`config.mk`:
```
export PLATFORM = sky130hd
export DESIGN_NAME = digit_scan_ctrl
export DESIGN_NICKNAME = d
export VERILOG_FILES = /design/src/rtl/digit_scan_ctrl_pkg.sv /design/src/rtl/digit_scan_ctrl_scan_timer.sv /design/src/rtl/digit_scan_ctrl.sv
export SDC_FILE = /design/constraint.sdc
export NUM_CORES = 1
export LEC_CHECK = 0
export ABC_AREA = 1
export CORE_MARGIN = 3
export CORE_UTILIZATION = 44
export DETAILED_ROUTE_END_ITERATION = 10
export GPL_ROUTABILITY_DRIVEN = 0
export HOLD_SLACK_MARGIN = 0.03
export PLACE_DENSITY = 0.71
export SYNTH_ARGS = -nofsm -noshare
export SYNTH_HDL_FRONTEND = slang
export SYNTH_SLANG_ARGS = --single-unit
```
`constraint.sdc`:
```
create_clock -name clk -period 1.4 [get_ports clk]
set_input_delay 0.14 -clock clk [delete_from_list [all_inputs] [get_ports clk]]
set_output_delay 0.14 -clock clk [all_outputs]
set_load 0.01 [all_outputs]
```
`src/rtl/digit_scan_ctrl_pkg.sv`:
```
// Shared display definitions for the 4-digit scan controller.
// Holds the digit count, nibble width, FSM state encoding and a sizing helper.
package digit_scan_ctrl_pkg;

    localparam int NDIGITS = 4;
    localparam int NIB_W   = 4;

    typedef enum logic [1:0] {
        ST_IDLE = 2'd0,
        ST_SHOW = 2'd1,
        ST_GAP  = 2'd2
    } state_t;

    function automatic int max3(input int a, input int b, input int c);
        int m;
        m = (a > b) ? a : b;
        return (m > c) ? m : c;
    endfunction

endpackage

```
`src/rtl/digit_scan_ctrl_scan_timer.sv`:
```
// Dwell/blank slot counter: counts cycles inside a SHOW or GAP slot and
// strobes the last cycle of each, restarting at 0 on every strobe.
module scan_timer
    import digit_scan_ctrl_pkg::*;
#(
    parameter int DWELL = 4,
    parameter int BLANK = 2
) (
    input  logic clk,
    input  logic rst,
    input  logic i_run,
    input  logic i_show,
    input  logic i_gap,
    output logic o_show_end,
    output logic o_gap_end
);

    localparam int CW = $clog2(max3(DWELL, BLANK, 2));
    localparam logic [CW-1:0] SHOW_LAST = CW'(DWELL - 1);
    // With no blank slot the GAP compare value is never used; keep it in range.
    localparam logic [CW-1:0] GAP_LAST  = (BLANK > 0) ? CW'(BLANK - 1) : '0;

    logic [CW-1:0] r_cnt;

    assign o_show_end = i_show && (r_cnt == SHOW_LAST);
    assign o_gap_end  = (BLANK > 0) && i_gap && (r_cnt == GAP_LAST);

    always_ff @(posedge clk) begin
        if (rst || !i_run) begin
            r_cnt <= '0;
        end else if (o_show_end || o_gap_end) begin
            r_cnt <= '0;
        end else begin
            r_cnt <= r_cnt + 1'b1;
        end
    end

endmodule

```
`src/rtl/digit_scan_ctrl.sv`:
```
// Time-multiplexed 4-digit scan controller with dwell/blank timing,
// frame-aligned (tear-free) digit updates and leading-zero blanking.
module digit_scan_ctrl
    import digit_scan_ctrl_pkg::*;
#(
    parameter int DWELL = 4,
    parameter int BLANK = 2
) (
    input  logic        clk,
    input  logic        rst,
    input  logic        i_en,
    input  logic        i_load,
    input  logic [15:0] i_digits,
    input  logic        i_lzb,
    output logic        o_e,
    output logic [1:0]  o_data_out,
    output logic [3:0]  o_nibble,
    output logic        o_frame_done,
    output logic [1:0]  o_dbg_state
);

    state_t      r_state;
    logic [1:0]  r_idx;
    logic [15:0] r_active;
    logic [15:0] r_shadow;
    logic        r_pending;
    logic        r_frame_done;
    logic        r_lzb;

    logic w_run;
    logic w_show_end;
    logic w_gap_end;
    logic w_boundary;
    logic w_blank;

    // Digit k is dark when it and every more significant digit are zero.
    function automatic logic lz_blank(input logic [15:0] a, input logic [1:0] k);
        case (k)
            2'd3:    return a[15:12] == 4'd0;
            2'd2:    return a[15:8] == 8'd0;
            2'd1:    return a[15:4] == 12'd0;
            default: return 1'b0;
        endcase
    endfunction

    assign w_run = i_en && (r_state != ST_IDLE);

    scan_timer #(
        .DWELL(DWELL),
        .BLANK(BLANK)
    ) u_timer (
        .clk       (clk),
        .rst       (rst),
        .i_run     (w_run),
        .i_show    (r_state == ST_SHOW),
        .i_gap     (r_state == ST_GAP),
        .o_show_end(w_show_end),
        .o_gap_end (w_gap_end)
    );

    // Last cycle of digit 3's slot; a dropped enable cancels it.
    assign w_boundary = i_en && (r_idx == 2'(NDIGITS - 1))
                        && ((BLANK > 0) ? w_gap_end : w_show_end);

    assign w_blank      = r_lzb && lz_blank(r_active, r_idx);
    assign o_e          = (r_state != ST_SHOW) || w_blank;
    assign o_data_out   = r_idx;
    assign o_nibble     = r_active[{r_idx, 2'b00} +: NIB_W];
    assign o_frame_done = r_frame_done;
    assign o_dbg_state  = r_state;

    always_ff @(posedge clk) begin
        if (rst) begin
            r_state      <= ST_IDLE;
            r_idx        <= 2'd0;
            r_active     <= 16'd0;
            r_shadow     <= 16'd0;
            r_pending    <= 1'b0;
            r_frame_done <= 1'b0;
            r_lzb        <= 1'b0;
        end else begin
            r_lzb        <= i_lzb;
            r_frame_done <= w_boundary;

            if (w_boundary) begin
                if (i_load) begin
                    r_active  <= i_digits;
                    r_shadow  <= i_digits;
                    r_pending <= 1'b0;
                end else if (r_pending) begin
                    r_active  <= r_shadow;
                    r_pending <= 1'b0;
                end
            end else if (i_load) begin
                r_shadow  <= i_digits;
                r_pending <= 1'b1;
            end

            if (!i_en) begin
                r_state <= ST_IDLE;
                r_idx   <= 2'd0;
            end else begin
                case (r_state)
                    ST_IDLE: begin
                        r_state <= ST_SHOW;
                        r_idx   <= 2'd0;
                    end
                    ST_SHOW: begin
                        if (w_show_end) begin
                            if (BLANK > 0) begin
                                r_state <= ST_GAP;
                            end else begin
                                r_idx <= r_idx + 2'd1;
                            end
                        end
                    end
                    ST_GAP: begin
                        if (w_gap_end) begin
                            r_state <= ST_SHOW;
                            r_idx   <= r_idx + 2'd1;
                        end
                    end
                    default: begin
                        r_state <= ST_IDLE;
                        r_idx   <= 2'd0;
                    end
                endcase
            end
        end
    end

endmodule

```
==> results of run 1 <==
[path summary, 6_finish.rpt]
path                 startpoint           to  slack (ns)
setup / recovery  o_data_out[0]          o_e       -0.19
hold / removal            i_lzb        r_lzb        0.36
setup reg to reg  o_data_out[0]  r_active[4]       -0.04
hold reg to reg     r_shadow[8]  r_shadow[8]        0.47
[metrics by stage]
stage / instance area [sq um] / setup WS, ns / setup TNS (ns)
after floorplan: 1890 / -0.0409 / -0.0409
after global placement: 2400 / -0.264 / -2.91
after detailed placement: 2400 / -0.285 / -3.59
after CTS: 2550 / -0.171 / -0.309
after global routing: 2620 / -0.284 / -2.04
final: 2620 / -0.187 / -0.621
[layout by cell type, fill, tap and decap left out, types with 4 or more instances in the layout]
cell              n
nand2_2          12
dfxtp_1          39
buf_6             4
buf_2             5
a21oi_1          23
nor2_1           17
nand2_1          67
clkdlybuf4s50_1  21
clkbuf_8          5
inv_1            10
o21ai_2           4
nand3_1          16
buf_4            24
o21ai_0           4
a21oi_2          12
[power breakdown]
part	internal (mW)	switching [mW]	total (mW)
sequential	1.19	0.00871	1.20
combinational	0.101	0.105	0.206
clock	0.354	0.391	0.745
total	1.65	0.504	2.15
[kinds of logic after synthesis]
family / Yosys count
AOI/OAI and AO/OA: 49
adders and majority gates: 6
buffers and inverters: 26
DFF: 41
and+or+nand+nor: 125
[sequential cells by signal, indices dropped and copies added, names as in the netlist]
register / count
o_frame_done: 1
o_dbg_state: 2
r_pending: 1
u_timer.r_cnt: 2
r_lzb: 1
r_shadow: 16
r_active: 16
o_data_out: 2
[layer usage]
layer,wire (um),up-vias
li1,-,912
met1,2050,822
met2,2140,30
met3,169,7
met4,85,0
met5,0,-
[worst max-delay path: cells and delay by family (launching register included)]
kind | cells | cell delay, ns
AND/OR/NAND/NOR | 6 | 0.35
adder cells (fa/ha/maj) | 1 | 0.17
flip-flops | 1 | 0.37
buffers and inverters | 2 | 0.26
[area by class of cell]
class | count | area (sq um) | area share, %
Multi-Input combinational cell | 181 | 1010 | 38.5
Sequential cell | 41 | 826 | 31.5
Timing Repair Buffer | 62 | 587 | 22.4
Clock buffer | 8 | 80.1 | 3.06
Tap cell | 50 | 62.6 | 2.39
Inverter | 14 | 55.1 | 2.10
[repair_timing]
| item | 4_1_cts | 5_1_grt |
|---|---|---|
| cloned | 1 | 1 |
| setup buffers | 4 | 0 |
| gates resized for setup | 41 | 18 |
| endpoints found under the setup margin | 24 | 22 |
| hold endpoints to repair | 0 | 0 |
| pin swaps | 3 | 9 |
==> run metrics, run 1 <==
worst hold margin 0.363 ns; max-cap violations 0; largest net degree at the start of global routing 21; EDFF count, synth 0; sequential fraction of the synthesis area 43.6%; Area Growth Syn to Fin 39.2%; Final WS setup -0.187 ns; post-synthesis cell count 247; status finished, violations left; post-synthesis compound-gate area fraction 15.3%; FF-to-FF path depth 8; initial antenna violation count 0; First-pass DRT Iterations 4; Clock Skew 0.0111 ns; Antenna Violating Nets Remaining 0; leakage power 1.14 nW; Hold-fix buffers, CTS 0; Post-synth top cells 69 x nand2_1, 41 x dfxtp_1, 25 x a21oi_1; unrepaired setup endpoints after global routing yes; Critical-path top delay cell dfxtp_4; filler instances 354; Syn Area/Cell 7.62 sq um; GRT Total Usage 18.6%; DIE AREA 0.00510 sq mm; Clock Latency Late Sink 0.30 ns; startpoint class of the critical path register; CTS Root Cell clkbuf_8; post-synthesis net count 274; CTS clock-pin slew for the worst setup and hold paths 0.08 ns; vias in the first global route 1,665; DRC 0; global routing usage on met3 4.63%; H-tree depth 2; Final Critical Period 1.59 ns; largest cells by area after synthesis dfxtp_1 44%, nand2_1 14%, a21oi_1 6.6%; total routed wirelength 4450 um; Adder-Cell Fraction of Synth Area 3.99%; Placed Instances 343; layout cells sized above 1 29.7%; Synth Warn # 0; final setup vio count 18; failing checks setup timing; CTS Buffer Depth 2; GR Overflow Total 0; Required @ worst endpoint 1.26 ns; # rows 23; Routed WL per cell 12.5 um; synth unique cells 26; Starting Density 46.4%; slew margin rel. 68.8%; post-synthesis simple-gate area fraction 29.9%; antenna diode count 0; Vias/cell 4.97; post-route non-filler standard cell count 356; cell mode on critical path nand2_1; crit share post-route 113%; # IOs 31; drt initial violations 108; Detailed Place HPWL 3070 um; Synth Register Bits 41; die height 71.4 um; Most used DFF post-synth dfxtp_1; worst-path fanout max 3; count leader, synth nand2_1; GR peak layer met2; core area 0.00406 sq mm; Num CTS Buffers 5; I/O Buffers 30; worst min path class in2reg; fin nets 332; leading area contributor after synthesis dfxtp_1; Hold Vio Cnt, Final 0; global routing usage on met2 29.9%; Highest Clock Rate 630 MHz; PnR Total Power 2.15 mW; crit-path max cell delay 0.37 ns; first-pass GRT wire length 7320 um; Worst setup EP type primary output; critical path class reg2out; CTS sink cnt 41; Post-synth ARST share 0%; CTS tree done; WHS Path Cells 3; Power Density 822 mW/mm^2; main combinational cell family by area after synthesis simple AND/OR/NAND/NOR gates; post-synth top area share 43.6%; final core occ 64.6%; Syn Std Cell Area 0.00188 sq mm; Die X-Extent 71.4 um; measured slew at the worst slew-check pin 0.468 ns; met1 GRT Util 23.1%; Slew Limit Fails 0; VDD IR max 0.000629 V; post-synthesis mux area share 0%; WP data arrival 1.45 ns; crit-path cells buf_4, ha_2, nand3_2, nand2_2, nand2_1, nand2_1, nand2_1, nand2_1, buf_2; Post-Synth XOR/XNOR Area 0%; total number of vias 1,771
Power figures use the tool's default switching activity.
==> run 2, diff against run 1 <==
--- a/config.mk
+++ b/config.mk
@@ -5,7 +5,6 @@
 export SDC_FILE = /design/constraint.sdc
 export NUM_CORES = 1
 export LEC_CHECK = 0
-export ABC_AREA = 1
 export CORE_MARGIN = 3
 export CORE_UTILIZATION = 44
 export DETAILED_ROUTE_END_ITERATION = 10
==> run 2 against run 1 <==
Clock-buffer cell count shrank 2. Worst hold slack better by 0.038 ns. The flow still finishes with violations (setup timing). Flip-flop and latch count did not move. Cell area decreased by 3.2%. Sequential power barely moved.
==> run metrics, run 2 <==
status finished, violations left; failing checks setup timing; filler instances 304; worst min path class in2reg; Final Critical Period 1.68 ns; Antenna Violating Nets Remaining 0; commonest non-fill, non-tap cell in the layout dfxtp_1; Num CTS Buffers 5; Worst setup EP type register; post-route non-filler standard cell count 265; DRC 0; WP data arrival 1.87 ns; Placed Instances 254; crit-path max cell delay 0.38 ns; Critical-path top delay cell dfxtp_4; Syn Std Cell Area 0.00181 sq mm; critical path class reg2reg; worst-path fanout max 16; post-synth top area share 45.2%; sequential fraction of the synthesis area 45.2%; slew margin rel. 79.7%; first-pass GRT wire length 6580 um; final setup vio count 22; GR Overflow Total 0; synth unique cells 27; worst hold margin 0.401 ns; die height 70.2 um; Final WS setup -0.278 ns; post-synthesis net count 189; Required @ worst endpoint 1.59 ns; antenna diode count 0; CTS sink cnt 41; Highest Clock Rate 596 MHz; Slew Limit Fails 0; max-cap violations 0; Synth Register Bits 41; measured slew at the worst slew-check pin 0.302 ns; largest cells by area after synthesis dfxtp_1 45%, mux2i_1 8.8%, mux2_4 8.3%; vias in the first global route 1,401; Top Registers r_active (16), r_shadow (16); layout cells sized above 1 33.6%; CTS Buffer Depth 2; Vias/cell 4.97; CTS Root Cell clkbuf_8; Synth Warn # 0; unrepaired setup endpoints after global routing yes; CTS tree done; count leader, synth dfxtp_1; Clock Skew 0.00403 ns; leading area contributor after synthesis dfxtp_1; # rows 22; Clock Latency Late Sink 0.30 ns; crit share post-route 120%; First-pass DRT Iterations 3; Die X-Extent 70.2 um; EDFF count, synth 0; VDD IR max 0.000569 V; largest net degree at the start of global routing 37; Power Density 939 mW/mm^2; total routed wirelength 3830 um; DIE AREA 0.00493 sq mm; GRT Total Usage 16.9%; Starting Density 47.4%; I/O Buffers 30; drt initial violations 63; total number of vias 1,318; Syn Area/Cell 11.2 sq um; Area Growth Syn to Fin 39.7%; startpoint class of the critical path register; WP buf/inv 2; Post-synth top cells 41 x dfxtp_1, 21 x nor2_1, 18 x nor2b_1; most frequent cells in the layout 37 x dfxtp_1, 23 x buf_4, 22 x clkdlybuf4s50_1; CTS clock-pin slew for the worst setup and hold paths 0.08 ns; H-tree depth 2; # IOs 31; leakage power 1.15 nW; Routed WL per cell 14.5 um; gate family responsible for the most delay along the worst path simple AND/OR/NAND/NOR gates; post-synthesis cell count 162; Detailed Place HPWL 2820 um; initial antenna violation count 0; Post-synth ARST share 0%; Most used DFF post-synth dfxtp_1; Hold Vio Cnt, Final 0; fin nets 243; crit-path cells buf_6, ha_4, nand4_4, or3_4, buf_12, mux2_4; core area 0.00383 sq mm
run 2: repair_timing:
item                       in CTS  in global routing
hold endpoints to repair        0                  0
pin swaps                       0                  0
resized for setup              32                  2
buffers inserted                3                  0
setup endpoints to repair      25                 22
hold buffers                    0                  0
run 2: kinds of logic (layout without fill, tap and decap cells):
family / Yosys count / after routing / share of synthesized area [%]
AOI/OAI and AO/OA: 8 / 8 / 3.03
DFF: 41 / 41 / 45.2
buffers and inverters: 15 / 70 / 4.69
adders and majority gates: 6 / 6 / 4.14
and+or+nand+nor: 54 / 54 / 16.0
xor gates and xnor gates: 1 / 1 / 0.483
muxes: 37 / 37 / 26.4
run 2: per-stage QoR:
stage	TNS [ns]	total power, mW	cell area (sq um)	setup slack, ns	utilization (%)
2_1_floorplan	-2.94	1.32	1850	-0.230	-
3_3_place_gp	-5.68	1.40	2360	-0.293	61.8
3_5_place_dp	-5.90	1.41	2360	-0.310	61.8
4_1_cts	-5.20	2.40	2520	-0.272	65.9
5_1_grt	-6.18	2.47	2530	-0.322	66.3
6_report	-5.15	2.38	2530	-0.278	66.3
run 2: path summary, 6_finish.rpt:
kind | startpoint | end | slack [ns] | depth (start not counted)
worst max-delay path | o_data_out[1] | r_active[12] | -0.28 | 6
worst max register to register | o_data_out[1] | r_active[12] | -0.28 | 6
worst min-delay path | i_lzb | r_lzb | 0.40 | 2
worst min register to register | r_shadow[1] | r_shadow[1] | 0.52 | 2
run 2: power by group:
part	internal, mW	leakage, nW	switching (mW)
sequential	1.19	0.337	0.00936
clock	0.581	0.0617	0.418
combinational	0.102	0.754	0.0763
run 2: worst register-to-register path, delay by kind of cell, from the launching register on:
kind	cells	cell delay (ns)
DFF	1	0.38
adders and majority gates	1	0.16
and+or+nand+nor	2	0.45
buffers and inverters	2	0.27
muxes	1	0.30
run 2: metal layers:
layer  share of wire, %  global-route usage [%]  vias up
met5                  0                       0        -
met2                 49                    27.0       25
met3                4.3                    4.32        8
met4                2.3                    8.51        0
met1                 44                    21.1      627
li1                   -                       -      658
run 2: cell type report:
type,count,area (sq um),share of cell area [%]
flip-flops and latches,41,831,32.8
clock buffers,6,82.6,3.26
well taps,48,60.1,2.37
repair buffers,58,552,21.8
inverters,4,15.0,0.592
clock inverters,2,36.3,1.43
multi-input cells,106,958,37.8
==> run 3, diff against run 2 <==
--- a/config.mk
+++ b/config.mk
@@ -8,9 +8,9 @@
 export CORE_MARGIN = 3
 export CORE_UTILIZATION = 44
 export DETAILED_ROUTE_END_ITERATION = 10
-export GPL_ROUTABILITY_DRIVEN = 0
 export HOLD_SLACK_MARGIN = 0.03
-export PLACE_DENSITY = 0.71
+export PLACE_DENSITY = 0.72
+export SLEW_MARGIN = 40
 export SYNTH_ARGS = -nofsm -noshare
 export SYNTH_HDL_FRONTEND = slang
 export SYNTH_SLANG_ARGS = --single-unit
==> run 3 against run 2 <==
The run still ends with setup timing left. Cell area fell by 0.94%. Critical endpoint is now r_active[13]. Fmax is 1.1% higher. Global-route usage down 0.20 points. Worst hold slack gained 0.0028 ns. Clock power fell by 11%. Critical path depth unchanged. Flip-flop and latch count unchanged. Sequential share of layout area up 0.36 points. Critical path type unchanged. Clock skew is 0.00077 ns lower. Clock-buffer cell count increased by 2. First-iteration DRC count decreased by 17%.
==> run metrics, run 3 (synthesis results as in run 2) <==
Slew Limit Fails 0; first-pass GRT wire length 6530 um; FF-to-FF End r_active[13]; CTS Buffer Depth 2; Detailed Place HPWL 2790 um; Final Critical Period 1.66 ns; Antenna Violating Nets Remaining 0; Top Registers r_active (16), r_shadow (16); Clock Latency Late Sink 0.29 ns; leakage power 1.13 nW; Hold-fix buffers, CTS 0; Vias/cell 5.00; vias in the first global route 1,353; largest net degree at the start of global routing 37; VDD IR max 0.000592 V; Highest Clock Rate 603 MHz; worst min path class in2reg; Hold Vio Cnt, Final 0; measured slew at the worst slew-check pin 0.288 ns; I/O Buffers 30; status finished, violations left; CTS clock-pin slew for the worst setup and hold paths 0.07 ns; antenna diode count 0; First-pass DRT Iterations 5; failing checks setup timing; Final WS setup -0.260 ns; most frequent cells in the layout 36 x dfxtp_1, 22 x clkdlybuf4s50_1, 21 x nor2_1; slew margin rel. 80.8%; R2R Setup Slk -0.26 ns; critical path class reg2reg; # rows 22; unrepaired setup endpoints after global routing yes; crit-path max cell delay 0.38 ns; Final Wtd Congestion 0.875; Die X-Extent 70.2 um; Multi-input gate area 971 sq um; final core occ 65.6%; die height 70.2 um; CTS tree done; Num CTS Buffers 5; total routed wirelength 3860 um; GR Overflow Total 0; crit-path cells buf_6, ha_4, nand4_4, or3_4, buf_12, mux2_4; WP data arrival 1.84 ns; total number of vias 1,305; Required @ worst endpoint 1.58 ns; fin nets 239; Area Growth Syn to Fin 38.4%; worst hold margin 0.404 ns; CTS sink cnt 41; WHS Path Cells 2; core area 0.00383 sq mm; layout cells sized above 1 33.3%; Routed WL per cell 14.8 um; Starting Density 47.4%; DIE AREA 0.00493 sq mm; Worst setup EP type register; startpoint class of the critical path register; worst-path fanout max 16; # IOs 31; Sequential Area 832 sq um; Hold Crit Endpoint r_lzb; FF-to-FF path depth 6; GRT Total Usage 16.7%; final setup vio count 22; max-cap violations 0; Power Density 906 mW/mm^2; pre-CTS WS -0.314 ns; hold_sp i_lzb; reg2reg start o_data_out[1]; drt initial violations 52; initial antenna violation count 0; crit share post-route 119%; H-tree depth 2; crit path launch o_data_out[1]; Critical-path top delay cell dfxtp_4; commonest non-fill, non-tap cell in the layout dfxtp_1; filler instances 283; CTS Root Cell clkbuf_8; DRC 0; Clock Skew 0.00326 ns
## run 3: what timing repair did
item	CTS	global route
gates resized for setup	34	3
buffers inserted	1	0
endpoints found under the hold margin	0	0
pin swaps	1	0
setup endpoints to repair	25	23
## run 3: worst max path at each step
stage / endpoint / slack, ns / depth (start not counted)
6_report: r_active[13] / -0.26 / 6
5_1_grt: r_active[13] / -0.30 / 6
4_1_cts: r_active[13] / -0.27 / 6
3_5_place_dp: r_active[13] / -0.31 / 5
3_3_place_gp: r_active[6] / -0.29 / 5
2_1_floorplan: r_active[10] / -0.23 / 6
## run 3: final cells by class
type,instances,share of cell area (%)
clock buffer,8,4.43
inverter,4,0.598
multi-input combinational,106,38.7
sequential,41,33.1
tap,48,2.39
timing repair buffer,54,20.8
## run 3: through the flow
step	instance area, sq um	setup TNS [ns]	std cells	power [mW]
after CTS	2500	-4.96	261	2.31
after global placement	2350	-5.62	252	1.40
after floorplan	1850	-2.94	162	1.32
final	2510	-4.79	261	2.28
after global routing	2510	-5.70	261	2.37
after detailed placement	2350	-5.94	252	1.41
## run 3: worst max-delay path: cells and delay by family, from the launching register on
family | cells | cell delay, ns
buffers and inverters | 2 | 0.27
adder cells (fa/ha/maj) | 1 | 0.15
multiplexers | 1 | 0.30
AND/OR/NAND/NOR | 2 | 0.45
flip-flops | 1 | 0.38
## run 3: metal layers
metal	wire length, um	vias up	GRT usage, %
met5	0	-	0
met4	36	0	3.83
met3	132	5	5.04
met2	1980	23	28.9
met1	1710	624	20.4
li1	-	653	-
## run 3: power by group
group,switching (mW),total (mW),internal [mW]
combinational,0.0786,0.181,0.102
sequential,0.00973,1.20,1.19
clock,0.381,0.890,0.509
total,0.470,2.28,1.81
